`config.mk`:
```
export PLATFORM = sky130hd
export DESIGN_NAME = slave_arbiter
export DESIGN_NICKNAME = d
export VERILOG_FILES = /design/src/rtl/slave_arbiter.sv
export SDC_FILE = /design/constraint.sdc
export NUM_CORES = 1
export LEC_CHECK = 0
export CAP_MARGIN = 10
export CORE_ASPECT_RATIO = 1.4
export CORE_MARGIN = 2
export CORE_UTILIZATION = 30
export CTS_CLUSTER_SIZE = 24
export DETAILED_ROUTE_END_ITERATION = 10
export PLACE_DENSITY = 0.65
export SYNTH_ARGS = -nofsm -noshare
export SYNTH_HDL_FRONTEND = slang
export SYNTH_SLANG_ARGS = --single-unit
```
`constraint.sdc`:
```
create_clock -name i_clk -period 2.95 [get_ports i_clk]
set_input_delay 0.59 -clock i_clk [delete_from_list [all_inputs] [get_ports i_clk]]
set_output_delay 0.59 -clock i_clk [all_outputs]
set_load 0.05 [all_outputs]
```
`src/rtl/slave_arbiter.sv`:
```
// Round-robin AHB slave-port arbiter with burst and lock tracking.
// Ports: i_clk/i_rst, per-master i_req/i_htrans/i_hburst/i_hmastlock,
// slave i_hready; o_bus_grant/o_data_sel one-hot, o_master_id, o_master_wait.
module slave_arbiter #(
  parameter int NUM_MASTERS = 2,
  parameter int ID_WIDTH    = 1
) (
  input  logic                     i_clk,
  input  logic                     i_rst,
  input  logic [NUM_MASTERS-1:0]   i_req,
  input  logic [2*NUM_MASTERS-1:0] i_htrans,
  input  logic [3*NUM_MASTERS-1:0] i_hburst,
  input  logic [NUM_MASTERS-1:0]   i_hmastlock,
  input  logic                     i_hready,
  output logic [NUM_MASTERS-1:0]   o_bus_grant,
  output logic [NUM_MASTERS-1:0]   o_data_sel,
  output logic [ID_WIDTH-1:0]      o_master_id,
  output logic [NUM_MASTERS-1:0]   o_master_wait
);

  typedef enum logic [1:0] {
    S_IDLE,
    S_SINGLE,
    S_BURST,
    S_LOCKED
  } state_t;

  localparam logic [1:0] TR_IDLE = 2'b00;
  localparam logic [1:0] TR_NSEQ = 2'b10;
  localparam logic [1:0] TR_SEQ  = 2'b11;

  state_t                   state_q, state_d;
  logic [ID_WIDTH-1:0]      id_q, id_d;
  logic [NUM_MASTERS-1:0]   grant_q, grant_d;
  logic [NUM_MASTERS-1:0]   dsel_q;
  logic [4:0]               cnt_q, cnt_d;
  logic                     undef_q, undef_d;

  logic [1:0]               own_tr;
  logic                     own_lock;
  logic                     tr_seq, tr_end;
  logic                     arb;
  logic                     win_found;
  logic [ID_WIDTH-1:0]      win_id;
  logic [2:0]               win_burst;
  logic                     win_lock;

  assign own_tr   = i_htrans[2*int'(id_q) +: 2];
  assign own_lock = i_hmastlock[id_q];
  assign tr_seq   = (own_tr == TR_SEQ);
  assign tr_end   = (own_tr == TR_IDLE) || (own_tr == TR_NSEQ);

  // Scan from farthest to nearest so the nearest requester after the
  // owner is the last assignment; the owner itself is the last resort.
  always_comb begin
    win_found = 1'b0;
    win_id    = id_q;
    for (int k = NUM_MASTERS; k >= 1; k--) begin
      if (i_req[(int'(id_q) + k) % NUM_MASTERS]) begin
        win_found = 1'b1;
        win_id    = ID_WIDTH'((int'(id_q) + k) % NUM_MASTERS);
      end
    end
  end

  assign win_burst = i_hburst[3*int'(win_id) +: 3];
  assign win_lock  = i_hmastlock[win_id];

  always_comb begin
    arb = 1'b0;
    unique case (state_q)
      S_IDLE,
      S_SINGLE: arb = i_hready;
      S_BURST:  arb = i_hready &&
                      (tr_end || (!undef_q && tr_seq && cnt_q == 5'd0));
      S_LOCKED: arb = i_hready && !own_lock && own_tr == TR_IDLE;
      default:  arb = 1'b0;
    endcase
  end

  always_ff @(posedge i_clk or posedge i_rst) begin
    if (i_rst) begin
      state_q <= S_IDLE;
      id_q    <= '0;
      grant_q <= NUM_MASTERS'(1);
      dsel_q  <= NUM_MASTERS'(1);
      cnt_q   <= '0;
      undef_q <= 1'b0;
    end else begin
      state_q <= state_d;
      id_q    <= id_d;
      grant_q <= grant_d;
      cnt_q   <= cnt_d;
      undef_q <= undef_d;
      if (i_hready) dsel_q <= grant_q;
    end
  end

  always_comb begin
    state_d = state_q;
    id_d    = id_q;
    cnt_d   = cnt_q;
    undef_d = undef_q;
    if (arb) begin
      cnt_d   = '0;
      undef_d = 1'b0;
      if (!win_found) begin
        state_d = S_IDLE;
      end else begin
        id_d = win_id;
        if (win_lock) begin
          state_d = S_LOCKED;
        end else begin
          state_d = S_BURST;
          unique case (1'b1)
            win_burst == 3'b000: state_d = S_SINGLE;
            win_burst == 3'b001: undef_d = 1'b1;
            win_burst[2:1] == 2'b01: cnt_d = 5'd3;
            win_burst[2:1] == 2'b10: cnt_d = 5'd7;
            win_burst[2:1] == 2'b11: cnt_d = 5'd15;
            default: state_d = S_SINGLE;
          endcase
        end
      end
    end else if (state_q == S_BURST && !undef_q &&
                 i_hready && tr_seq) begin
      cnt_d = cnt_q - 5'd1;
    end
  end

  always_comb begin
    grant_d       = '0;
    grant_d[id_d] = 1'b1;
  end

  always_comb begin
    o_bus_grant   = grant_q;
    o_data_sel    = dsel_q;
    o_master_id   = id_q;
    o_master_wait = i_req & ~grant_q;
  end

endmodule

```
==> flow_results.xml, run 1 <==
<?xml version="1.0" encoding="UTF-8"?>
<metrics>
  <group name="status">
    <metric name="outcome" unit="">finished clean</metric>
  </group>
  <group name="placed_design">
    <metric name="dpl-instance-area" unit="sq um">1150</metric>
    <metric name="io_buffers" unit="">23</metric>
    <metric name="gpl.final_weighted_congestion" unit="">0.797</metric>
    <metric name="placedCellCount" unit="">146</metric>
    <metric name="estimated_wirelength_of_the_detail_placed_design" unit="um">1740</metric>
    <metric name="dpl_worst_slack" unit="ns">0.299</metric>
  </group>
  <group name="yosys">
    <metric name="synth_warnings" unit="">0</metric>
    <metric name="synth_commonest_cells" unit="">10 x dfrtp_1, 6 x nor2_1, 5 x a21oi_1, 5 x inv_1</metric>
    <metric name="synth_area_leaders" unit="">dfrtp_1 27%, mux2_4 6.5%, dfstp_2 5.7%</metric>
    <metric name="synth_largest_area_cell" unit="">dfrtp_1</metric>
    <metric name="avgSynthCellArea" unit="sq um">10.0</metric>
    <metric name="postSynth.topFlopCell" unit="">dfrtp_1</metric>
    <metric name="yosys.cell_types.count" unit="">44</metric>
    <metric name="postSynthNetCount" unit="">111</metric>
    <metric name="syn_inst" unit="">92</metric>
    <metric name="ys_ff_latch" unit="">12</metric>
    <metric name="share_of_yosys_cell_area_claimed_by_the_top_area_cell_type" unit="%">27.2</metric>
    <metric name="synth-seq-area-share" unit="%">32.9</metric>
    <metric name="netlist_area" unit="sq um">920</metric>
    <metric name="synth_enable_flop_cells" unit="">0</metric>
    <metric name="postSynth.asyncResetShare" unit="%">100</metric>
    <metric name="synth.most_common_cell" unit="">dfrtp_1</metric>
  </group>
  <group name="worst_hold_path">
    <metric name="worst_hold_path_type" unit="">reg2reg</metric>
    <metric name="min-delay-start" unit="">o_data_sel[1]</metric>
    <metric name="hold-path-endpoint" unit="">o_data_sel[1]</metric>
    <metric name="min_path_cells" unit="">1</metric>
  </group>
  <group name="worst_setup_path">
    <metric name="crit_family" unit="">compound AO/OA/AOI/OAI gates</metric>
    <metric name="ff2ff_path_depth" unit="">6</metric>
    <metric name="end_kind" unit="">flip-flop</metric>
    <metric name="r2r_slack" unit="ns">0.70</metric>
    <metric name="timing.critical_path.slowest_cell_delay" unit="ns">0.65</metric>
    <metric name="cp_slowest_cell" unit="">clkdlybuf4s50_1</metric>
    <metric name="critical_path.cell_chain" unit="">clkdlybuf4s50_1, nand4bb_2, o311ai_2, o211a_1, mux2_4</metric>
    <metric name="crit-reg2reg-capture" unit="">state_q[0]</metric>
    <metric name="cp.buffers_inverters" unit="">1</metric>
    <metric name="rr_startpoint" unit="">cnt_q[0]</metric>
    <metric name="worst_ep_arrival_time" unit="ns">2.51</metric>
    <metric name="critPathMaxFanout" unit="">9</metric>
    <metric name="worst-path-stages" unit="">5</metric>
    <metric name="startpoint_type" unit="">input pin</metric>
    <metric name="crit_type" unit="">in2reg</metric>
    <metric name="req_time_crit_path" unit="ns">3.08</metric>
  </group>
  <group name="clocking">
    <metric name="clock_insertion_delay_worst_skew" unit="ns">0.24</metric>
    <metric name="cts_buffer_depth" unit="">2</metric>
    <metric name="clkSinkCount" unit="">12</metric>
    <metric name="hold_buffers" unit="">0</metric>
    <metric name="clock_tree.htree_level_count" unit="">1</metric>
    <metric name="cts_root_buffer" unit="">clkbuf_8</metric>
    <metric name="cts.reportedPaths.clkPinSlew" unit="ns">0.05</metric>
    <metric name="tritoncts.num_buffers" unit="">3</metric>
    <metric name="post_cts_resized" unit="">0</metric>
    <metric name="cts_tree" unit="">yes</metric>
    <metric name="post-cts-setup-buffers" unit="">0</metric>
  </group>
  <group name="timing">
    <metric name="tightest_slew" unit="ns">0.501</metric>
    <metric name="period_share" unit="%">80.8</metric>
    <metric name="fin_tns_setup" unit="ns">0</metric>
    <metric name="skew" unit="ns">0.00173</metric>
    <metric name="final-hold-violation-count" unit="">0</metric>
    <metric name="post-route-worst-setup-slack" unit="ns">0.567</metric>
    <metric name="final_max_slew_violation_count" unit="">0</metric>
    <metric name="setup-violations-final" unit="">0</metric>
    <metric name="max-slew-margin-rel" unit="%">66.5</metric>
    <metric name="timing.fmax" unit="GHz">0.420</metric>
    <metric name="period_minus_slack" unit="ns">2.38</metric>
    <metric name="grt_setup_unrepaired" unit="">false</metric>
  </group>
  <group name="power">
    <metric name="worst_ir_drop_vdd" unit="uV">487</metric>
    <metric name="pwr_per_cell_area" unit="nW/um^2">928</metric>
    <metric name="p_leak" unit="nW">0.481</metric>
  </group>
  <group name="die">
    <metric name="start_util" unit="%">31.6</metric>
    <metric name="coreArea" unit="sq um">2910</metric>
    <metric name="io_pins" unit="">24</metric>
    <metric name="fp.dieArea" unit="sq um">3530</metric>
    <metric name="row_count" unit="">23</metric>
    <metric name="die_height" unit="um">69.5</metric>
    <metric name="fp.dieW" unit="um">50.8</metric>
  </group>
  <group name="flow_run">
    <metric name="maxCapViolations" unit="">0</metric>
  </group>
  <group name="routing">
    <metric name="drt_pass1_iterations" unit="">4</metric>
    <metric name="route.final.wire_length" unit="um">2120</metric>
    <metric name="starting_drt_drc_count" unit="">17</metric>
    <metric name="remaining_drc_errors" unit="">0</metric>
    <metric name="detailroute.via_count" unit="">806</metric>
    <metric name="routed_wire_length_per_instance" unit="um">14.1</metric>
    <metric name="antenna_left" unit="">0</metric>
    <metric name="vias_per_cell" unit="">5.37</metric>
  </group>
  <group name="global_routing">
    <metric name="grt_antenna_before_repair" unit="">0</metric>
    <metric name="grt_remaining_overflow" unit="">0</metric>
    <metric name="via_count_of_the_first_global_routing_pass" unit="">818</metric>
    <metric name="grt_pass1_wl" unit="um">3620</metric>
    <metric name="pin_count_of_the_biggest_net_entering_global_routing" unit="">16</metric>
    <metric name="track_usage" unit="%">13.5</metric>
  </group>
  <group name="final_layout">
    <metric name="final_util" unit="%">41.5</metric>
    <metric name="ff_latch_area" unit="sq um">303</metric>
    <metric name="drive_above_1_share" unit="%">19.5</metric>
    <metric name="layout.cell_area.non_filler" unit="sq um">1210</metric>
    <metric name="fillers" unit="">299</metric>
    <metric name="nNetsFinal" unit="">133</metric>
    <metric name="multi_input_comb_area" unit="sq um">559</metric>
    <metric name="diodes_inserted" unit="">0</metric>
    <metric name="area_delta_synth_final" unit="%">31.3</metric>
    <metric name="final_cells" unit="">150</metric>
  </group>
</metrics>
==> worst max-delay path by stage <==
stage | from | end
2_1_floorplan | i_req[1] | undef_q
3_3_place_gp | i_hready | cnt_q[3]
3_5_place_dp | i_hready | cnt_q[3]
4_1_cts | i_hready | state_q[0]
5_1_grt | i_hready | undef_q
6_report | i_hready | state_q[0]
==> kinds of logic after synthesis <==
kind of cell,after synthesis,synth area share [%]
AOI/OAI and AO/OA,25,19.9
xor gates and xnor gates,3,2.86
adders and majority gates,2,2.72
buffers and inverters,11,6.26
DFF,12,32.9
muxes,12,15.9
and+or+nand+nor,27,19.5
==> registers in the layout, summed over array words and instances (netlist names), named ones only <==
signal,cells
cnt_q,5
o_data_sel,2
state_q,2
o_bus_grant,1
undef_q,1
==> stage by stage <==
stage / hold WS, ns / power, mW
2_1_floorplan: 0.453 / 0.799
3_3_place_gp: 0.501 / 0.930
3_5_place_dp: 0.498 / 0.944
4_1_cts: 0.510 / 1.13
5_1_grt: 0.537 / 1.19
6_report: 0.506 / 1.12
==> power by group <==
part | switching (mW) | total [mW] | leakage (nW) | internal, mW
Combinational | 0.333 | 0.611 | 0.308 | 0.278
Sequential | 0.0826 | 0.326 | 0.145 | 0.244
Clock | 0.0647 | 0.183 | 0.0288 | 0.118
Total | 0.480 | 1.12 | 0.481 | 0.640
==> routing by layer <==
metal,GRT usage [%],up-vias,share of wire [%]
met3,2.37,6,6.6
met2,23.7,29,50
met5,0,-,0
li1,-,391,-
met4,8.71,0,3.4
met1,14.2,380,40
==> layout make-up <==
cell class              count  share of cell area (%)
clock buffers               4                    4.56
well taps                  37                    3.83
repair buffers             23                    18.7
flip-flops and latches     12                    25.1
inverters                   5                    1.55
multi-input cells          69                    46.3
==> placed cells by master, fill, tap and decap left out, drive strengths merged <==
cell type / n
clkdlybuf4s50: 21
dfrtp: 10
mux2: 9
nor2: 6
inv: 5
a21oi: 5
o21ai: 4
clkbuf: 4
nor3: 3
mux2i: 3
xnor2: 3
nand2b: 2
o22ai: 2
o31ai: 2
and3: 2
nor4: 2
nand4: 2
o211ai: 2
ha: 2
dfstp: 2
buf: 2
o311ai: 2
nand2: 1
and2: 1
nand4bb: 1
or4b: 1
or3b: 1
a211oi: 1
o211a: 1
and4bb: 1
nor2b: 1
o32a: 1
a211o: 1
a31o: 1
a41oi: 1
a21o: 1
nand3b: 1
nand4b: 1
o2111ai: 1
or4: 1
==> worst reg2reg max path, cell delays in order (launching register included) <==
cell,delay [ns]
dfrtp_1,0.41
inv_1,0.09
ha_1,0.14
or4b_4,0.47
o311ai_2,0.24
o211a_1,0.45
mux2_4,0.34
(Power assumes the default switching activity.)
==> run 2: changes to the inputs <==
- PLACE_DENSITY: 0.65 -> 0.67
- clock period: 2.95 -> 2.05 ns (I/O delays scaled with it)
==> run 2 against run 1 <==
- setup slack worse by 0.51 ns
- final area up 13%
- global-route usage up 1.6 points
==> flow_results.xml, run 2 (synthesis results as in run 1) <==
<?xml version="1.0" encoding="UTF-8"?>
<metrics>
  <group name="worst_setup_path">
    <metric name="end_kind" unit="">flip-flop</metric>
    <metric name="critical_path.cell_chain" unit="">inv_2, ha_1, or4b_4, o311ai_4, o211a_4, mux2_4</metric>
    <metric name="crit_type" unit="">reg2reg</metric>
    <metric name="startpoint_type" unit="">flip-flop</metric>
    <metric name="cp.buffers_inverters" unit="">1</metric>
    <metric name="critPathMaxFanout" unit="">5</metric>
    <metric name="req_time_crit_path" unit="ns">2.18</metric>
    <metric name="worst_ep_arrival_time" unit="ns">2.13</metric>
    <metric name="r2r_slack" unit="ns">0.06</metric>
    <metric name="timing.critical_path.slowest_cell_delay" unit="ns">0.48</metric>
    <metric name="cp_slowest_cell" unit="">or4b_4</metric>
    <metric name="crit_family" unit="">simple AND/OR/NAND/NOR gates</metric>
  </group>
  <group name="clocking">
    <metric name="cts.reportedPaths.clkPinSlew" unit="ns">0.06</metric>
    <metric name="tritoncts.num_buffers" unit="">3</metric>
    <metric name="clkSinkCount" unit="">12</metric>
    <metric name="cts_root_buffer" unit="">clkbuf_8</metric>
    <metric name="clock_insertion_delay_worst_skew" unit="ns">0.25</metric>
    <metric name="clock_tree.htree_level_count" unit="">1</metric>
    <metric name="cts_buffer_depth" unit="">2</metric>
    <metric name="hold_buffers" unit="">0</metric>
    <metric name="cts_tree" unit="">yes</metric>
  </group>
  <group name="die">
    <metric name="fp.dieW" unit="um">50.8</metric>
    <metric name="coreArea" unit="sq um">2910</metric>
    <metric name="start_util" unit="%">31.6</metric>
    <metric name="row_count" unit="">23</metric>
    <metric name="die_height" unit="um">69.5</metric>
    <metric name="io_pins" unit="">24</metric>
    <metric name="fp.dieArea" unit="sq um">3530</metric>
  </group>
  <group name="placed_design">
    <metric name="gpl.final_weighted_congestion" unit="">0.741</metric>
    <metric name="dpl_worst_slack" unit="ns">-0.217</metric>
    <metric name="estimated_wirelength_of_the_detail_placed_design" unit="um">1920</metric>
    <metric name="io_buffers" unit="">23</metric>
    <metric name="dpl-instance-area" unit="sq um">1270</metric>
  </group>
  <group name="timing">
    <metric name="timing.fmax" unit="GHz">0.501</metric>
    <metric name="skew" unit="ns">0.00192</metric>
    <metric name="max-slew-margin-rel" unit="%">66.9</metric>
    <metric name="setup-violations-final" unit="">0</metric>
    <metric name="grt_setup_unrepaired" unit="">true</metric>
    <metric name="final_max_slew_violation_count" unit="">0</metric>
    <metric name="period_share" unit="%">97.3</metric>
    <metric name="period_minus_slack" unit="ns">1.99</metric>
    <metric name="final-hold-violation-count" unit="">0</metric>
    <metric name="post-route-worst-setup-slack" unit="ns">0.0557</metric>
    <metric name="tightest_slew" unit="ns">0.495</metric>
  </group>
  <group name="power">
    <metric name="fin_total_pwr" unit="mW">1.83</metric>
    <metric name="power_frac_comb" unit="%">60.8</metric>
    <metric name="clock_power_share" unit="%">14.7</metric>
    <metric name="p_int" unit="mW">1.06</metric>
    <metric name="worst_ir_drop_vdd" unit="uV">627</metric>
    <metric name="seqPwrFrac" unit="%">24.5</metric>
    <metric name="netSwitchingFraction" unit="%">42.4</metric>
    <metric name="pwr_per_cell_area" unit="nW/um^2">1340</metric>
    <metric name="p_switching" unit="uW">776</metric>
    <metric name="p_leak" unit="nW">0.567</metric>
  </group>
  <group name="routing">
    <metric name="detailroute.via_count" unit="">872</metric>
    <metric name="remaining_drc_errors" unit="">0</metric>
    <metric name="drt_pass1_iterations" unit="">4</metric>
    <metric name="vias_per_cell" unit="">5.28</metric>
    <metric name="starting_drt_drc_count" unit="">21</metric>
    <metric name="routed_wire_length_per_instance" unit="um">15.2</metric>
    <metric name="route.final.wire_length" unit="um">2510</metric>
    <metric name="antenna_left" unit="">0</metric>
  </group>
  <group name="final_layout">
    <metric name="layout.cells.most_common_list" unit="">18 x buf_4, 17 x clkdlybuf4s50_1, 10 x dfrtp_1</metric>
    <metric name="area_delta_synth_final" unit="%">48.2</metric>
    <metric name="diodes_inserted" unit="">0</metric>
    <metric name="registers.top_by_ff_count" unit="">cnt_q</metric>
    <metric name="drive_above_1_share" unit="%">35.2</metric>
    <metric name="final_util" unit="%">46.9</metric>
    <metric name="largest_register_ffs" unit="">5</metric>
    <metric name="nNetsFinal" unit="">148</metric>
    <metric name="layout_commonest_cell" unit="">buf_4</metric>
    <metric name="fillers" unit="">273</metric>
    <metric name="layout.cell_area.non_filler" unit="sq um">1360</metric>
  </group>
  <group name="global_routing">
    <metric name="via_count_of_the_first_global_routing_pass" unit="">898</metric>
    <metric name="grt_remaining_overflow" unit="">0</metric>
    <metric name="gr-usage-met1" unit="%">15.9</metric>
    <metric name="grt_antenna_before_repair" unit="">0</metric>
    <metric name="grtUsageMet3" unit="%">2.59</metric>
    <metric name="grt-busiest-layer" unit="">met2</metric>
    <metric name="pin_count_of_the_biggest_net_entering_global_routing" unit="">13</metric>
    <metric name="grt_pass1_wl" unit="um">4030</metric>
    <metric name="track_usage" unit="%">15.1</metric>
    <metric name="use_met2" unit="%">27.9</metric>
  </group>
  <group name="flow_run">
    <metric name="maxCapViolations" unit="">0</metric>
  </group>
  <group name="status">
    <metric name="outcome" unit="">finished clean</metric>
  </group>
  <group name="worst_hold_path">
    <metric name="worst_hold_path_type" unit="">in2async</metric>
  </group>
</metrics>
-- run 2: power by group through the flow --
stage                     sequential, mW  combinational (mW)  clock (mW)
final                              0.449                1.11       0.270
after global routing               0.466                1.18       0.281
after CTS                          0.445                1.05       0.270
after detailed placement           0.446                1.03           0
after global placement             0.436                1.02           0
after floorplan                    0.567               0.585           0
-- run 2: what timing repair did --
action | in CTS | in global routing
setup buffers | 0 | 2
endpoints found under the setup margin | 7 | 7
gates resized for setup | 1 | 4
gates cloned | 0 | 0
pin swaps | 1 | 0
-- run 2: per-stage QoR --
stage | hold WS (ns) | cells | setup TNS, ns
CTS | 0.500 | 163 | 0
detailed placement | 0.502 | 159 | -1.58
global placement | 0.489 | 159 | -1.16
floorplan | 0.273 | 92 | 0
global route | 0.530 | 165 | -0.0745
finish | 0.488 | 165 | 0
-- run 2: worst paths after layout --
path	start	end	cells after the start
hold reg to reg	o_data_sel[1]	o_data_sel[1]	1
setup reg to reg	cnt_q[0]	undef_q	6
max in group asynchronous	i_rst	o_bus_grant[0]	2
min in group i_clk	o_data_sel[1]	o_data_sel[1]	1
setup / recovery	cnt_q[0]	undef_q	6
hold / removal	i_rst	o_data_sel[1]	2
-- run 2: final cells by class --
| type | count | area, sq um | share of cell area [%] |
|---|---|---|---|
| multi-input cells | 69 | 583 | 42.8 |
| inverters | 5 | 18.8 | 1.38 |
| clock buffers | 4 | 55.1 | 4.04 |
| flip-flops and latches | 12 | 303 | 22.2 |
| well taps | 37 | 46.3 | 3.40 |
| repair buffers | 38 | 357 | 26.2 |
-- run 2: routing by layer --
metal	vias up	routed length [um]
met5	-	0
met4	0	49
met3	5	69
met2	15	1380
met1	426	1010
li1	426	-
==> edit: new RTL, flow settings as in run 1 <==
Encoding of `state_t`: now one-hot (4 bits for 4 states).
--- a/src/rtl/slave_arbiter.sv
+++ b/src/rtl/slave_arbiter.sv
@@ -18,11 +18,11 @@
   output logic [NUM_MASTERS-1:0]   o_master_wait
 );
 
-  typedef enum logic [1:0] {
-    S_IDLE,
-    S_SINGLE,
-    S_BURST,
-    S_LOCKED
+  typedef enum logic [3:0] {
+    S_IDLE   = 4'b0001,
+    S_SINGLE = 4'b0010,
+    S_BURST  = 4'b0100,
+    S_LOCKED = 4'b1000
   } state_t;
 
   localparam logic [1:0] TR_IDLE = 2'b00;
Check against the original RTL: same outputs for any inputs over 10 cycles, from zero or initial values and one cycle with i_rst high; not proved beyond that.
==> edit against run 1 <==
Area after synthesis is 3.4% higher; via count is 1.9% lower; sequential cell count is 2 higher; clock power is 5% higher; worst hold slack better by 0.017 ns; power is 9.8% higher; setup slack better by 0.062 ns; core utilization is 0.49 points lower; combinational power is 7.4% higher; cell area is 4.1% higher; first-iteration DRC count is 59% lower; routed wire length is 5.0% higher; largest power group unchanged.
==> edit: results (changes against run 1) <==
- Largest net degree at the start of global routing: 15 (was 16)
- Wire per inst: 14.1 um (about the same)
- Worst slack, placed: 0.363 ns (was 0.299 ns)
- Largest fanout on the critical path: 11 (was 9)
- Fill cells: 306 (was 299)
- Fin nets: 139 (was 133)
- Global-route wire length before repair: 3.80 mm (was 3.62 mm)
- Post-Syn Instances: 94 (was 92)
- Critical path arrival: 2.46 ns (was 2.51 ns)
- DR vias: 791 (was 806)
- Switching power total: 539 uW (was 480 uW)
- Status: completed (unchanged)
- Initial DRC count: 7 (was 17)
- Detail Placement HPWL: 1.79 mm (was 1.74 mm)
- Mapped Nets: 113 (was 111)
- Most area-consuming cells after synthesis: dfrtp_1, mux2i_1, dfstp_2 (was dfrtp_1, mux2_4, dfstp_2)
- Number of global-route vias before repair: 821 (was 818)
- GPL Wtd Cong: 0.851 (was 0.797)
- Leakage: 0.577 nW (was 0.481 nW)
- Placed cell count: 154 (was 146)
- Overall Global Routing Usage: 14.1% (was 13.5%)
- DR pass1 iterations: 5 (was 4)
- Final Non-Filler Cells: 158 (was 150)
- Ratio of cells with drive above 1 in the final layout: 17.6% (was 19.5%)
- Cell variety after synth: 34 (was 44)
- Placement Cell Area: 0.00120 mm^2 (was 0.00115 mm^2)
- Clock Skew: 0.00342 ns (was 0.00173 ns)
- Post-synth top cells: dfrtp_1, mux2i_1, nand2_1 (was dfrtp_1, nor2_1, a21oi_1, inv_1)
edit: changes by cell type after synthesis, sizes merged, moves of 2 or more:
cell,delta
nand2,+7
mux2i,+5
nand3,+5
a21oi,-2
and3,-2
clkbuf,-2
inv,+2
nand4,-2
o211ai,-2
o311ai,-2
edit: final cells by class:
class / count / area [um^2] / share of cell area (%)
clock buffers: 4 / 55.1 / 4.38
inverters: 7 / 26.3 / 2.09
multi-input cells: 70 / 541 / 43.0
flip-flops and latches: 14 / 354 / 28.2
well taps: 39 / 48.8 / 3.88
repair buffers: 24 / 233 / 18.5
edit: path summary, 6_finish.rpt:
check	to	slack (ns)	cells after the start	startpoint
setup / recovery	flop	0.63	6	i_hmastlock[1]
hold / removal	o_data_sel[1]	0.52	1	o_data_sel[1]
setup reg to reg	state_q[3]	0.81	5	flop
hold reg to reg	o_data_sel[1]	0.52	1	o_data_sel[1]
max in group asynchronous	state_q[0]	1.89	2	i_rst
min in group asynchronous	cnt_q[0]	0.68	2	i_rst
edit: routing by layer:
| metal | GRT usage (%) | vias to the layer above | routed length (um) |
|---|---|---|---|
| met4 | 7.89 | 0 | 44 |
| met3 | 2.11 | 4 | 96 |
| li1 | - | 389 | - |
| met5 | 0 | - | 0 |
| met2 | 24.1 | 21 | 1200 |
| met1 | 16.4 | 377 | 886 |
edit: power groups by stage:
stage               sequential (mW)  clock, mW  combinational, mW
floorplan                     0.451          0              0.429
global placement              0.376          0              0.646
detailed placement            0.384          0              0.661
CTS                           0.381      0.196              0.664
global route                  0.394      0.206              0.710
finish                        0.381      0.193              0.656
edit: cell families (layout without fill, tap and decap cells):
| family | after synthesis | count (layout) | synth area share, % |
|---|---|---|---|
| and+or+nand+nor | 32 | 32 | 18.0 |
| muxes | 17 | 17 | 20.3 |
| AOI/OAI and AO/OA | 15 | 15 | 12.2 |
| DFF | 14 | 14 | 37.2 |
| buffers and inverters | 10 | 35 | 5.92 |
| xor gates and xnor gates | 4 | 4 | 3.68 |
| adders and majority gates | 2 | 2 | 2.63 |
edit: critical path, stage by stage:
cell and delay, ns:
clkdlybuf4s50_1 0.47, nor3b_2 0.19, o2111ai_1 0.13, a32oi_1 0.24, nand2_1 0.40, mux2_4 0.43
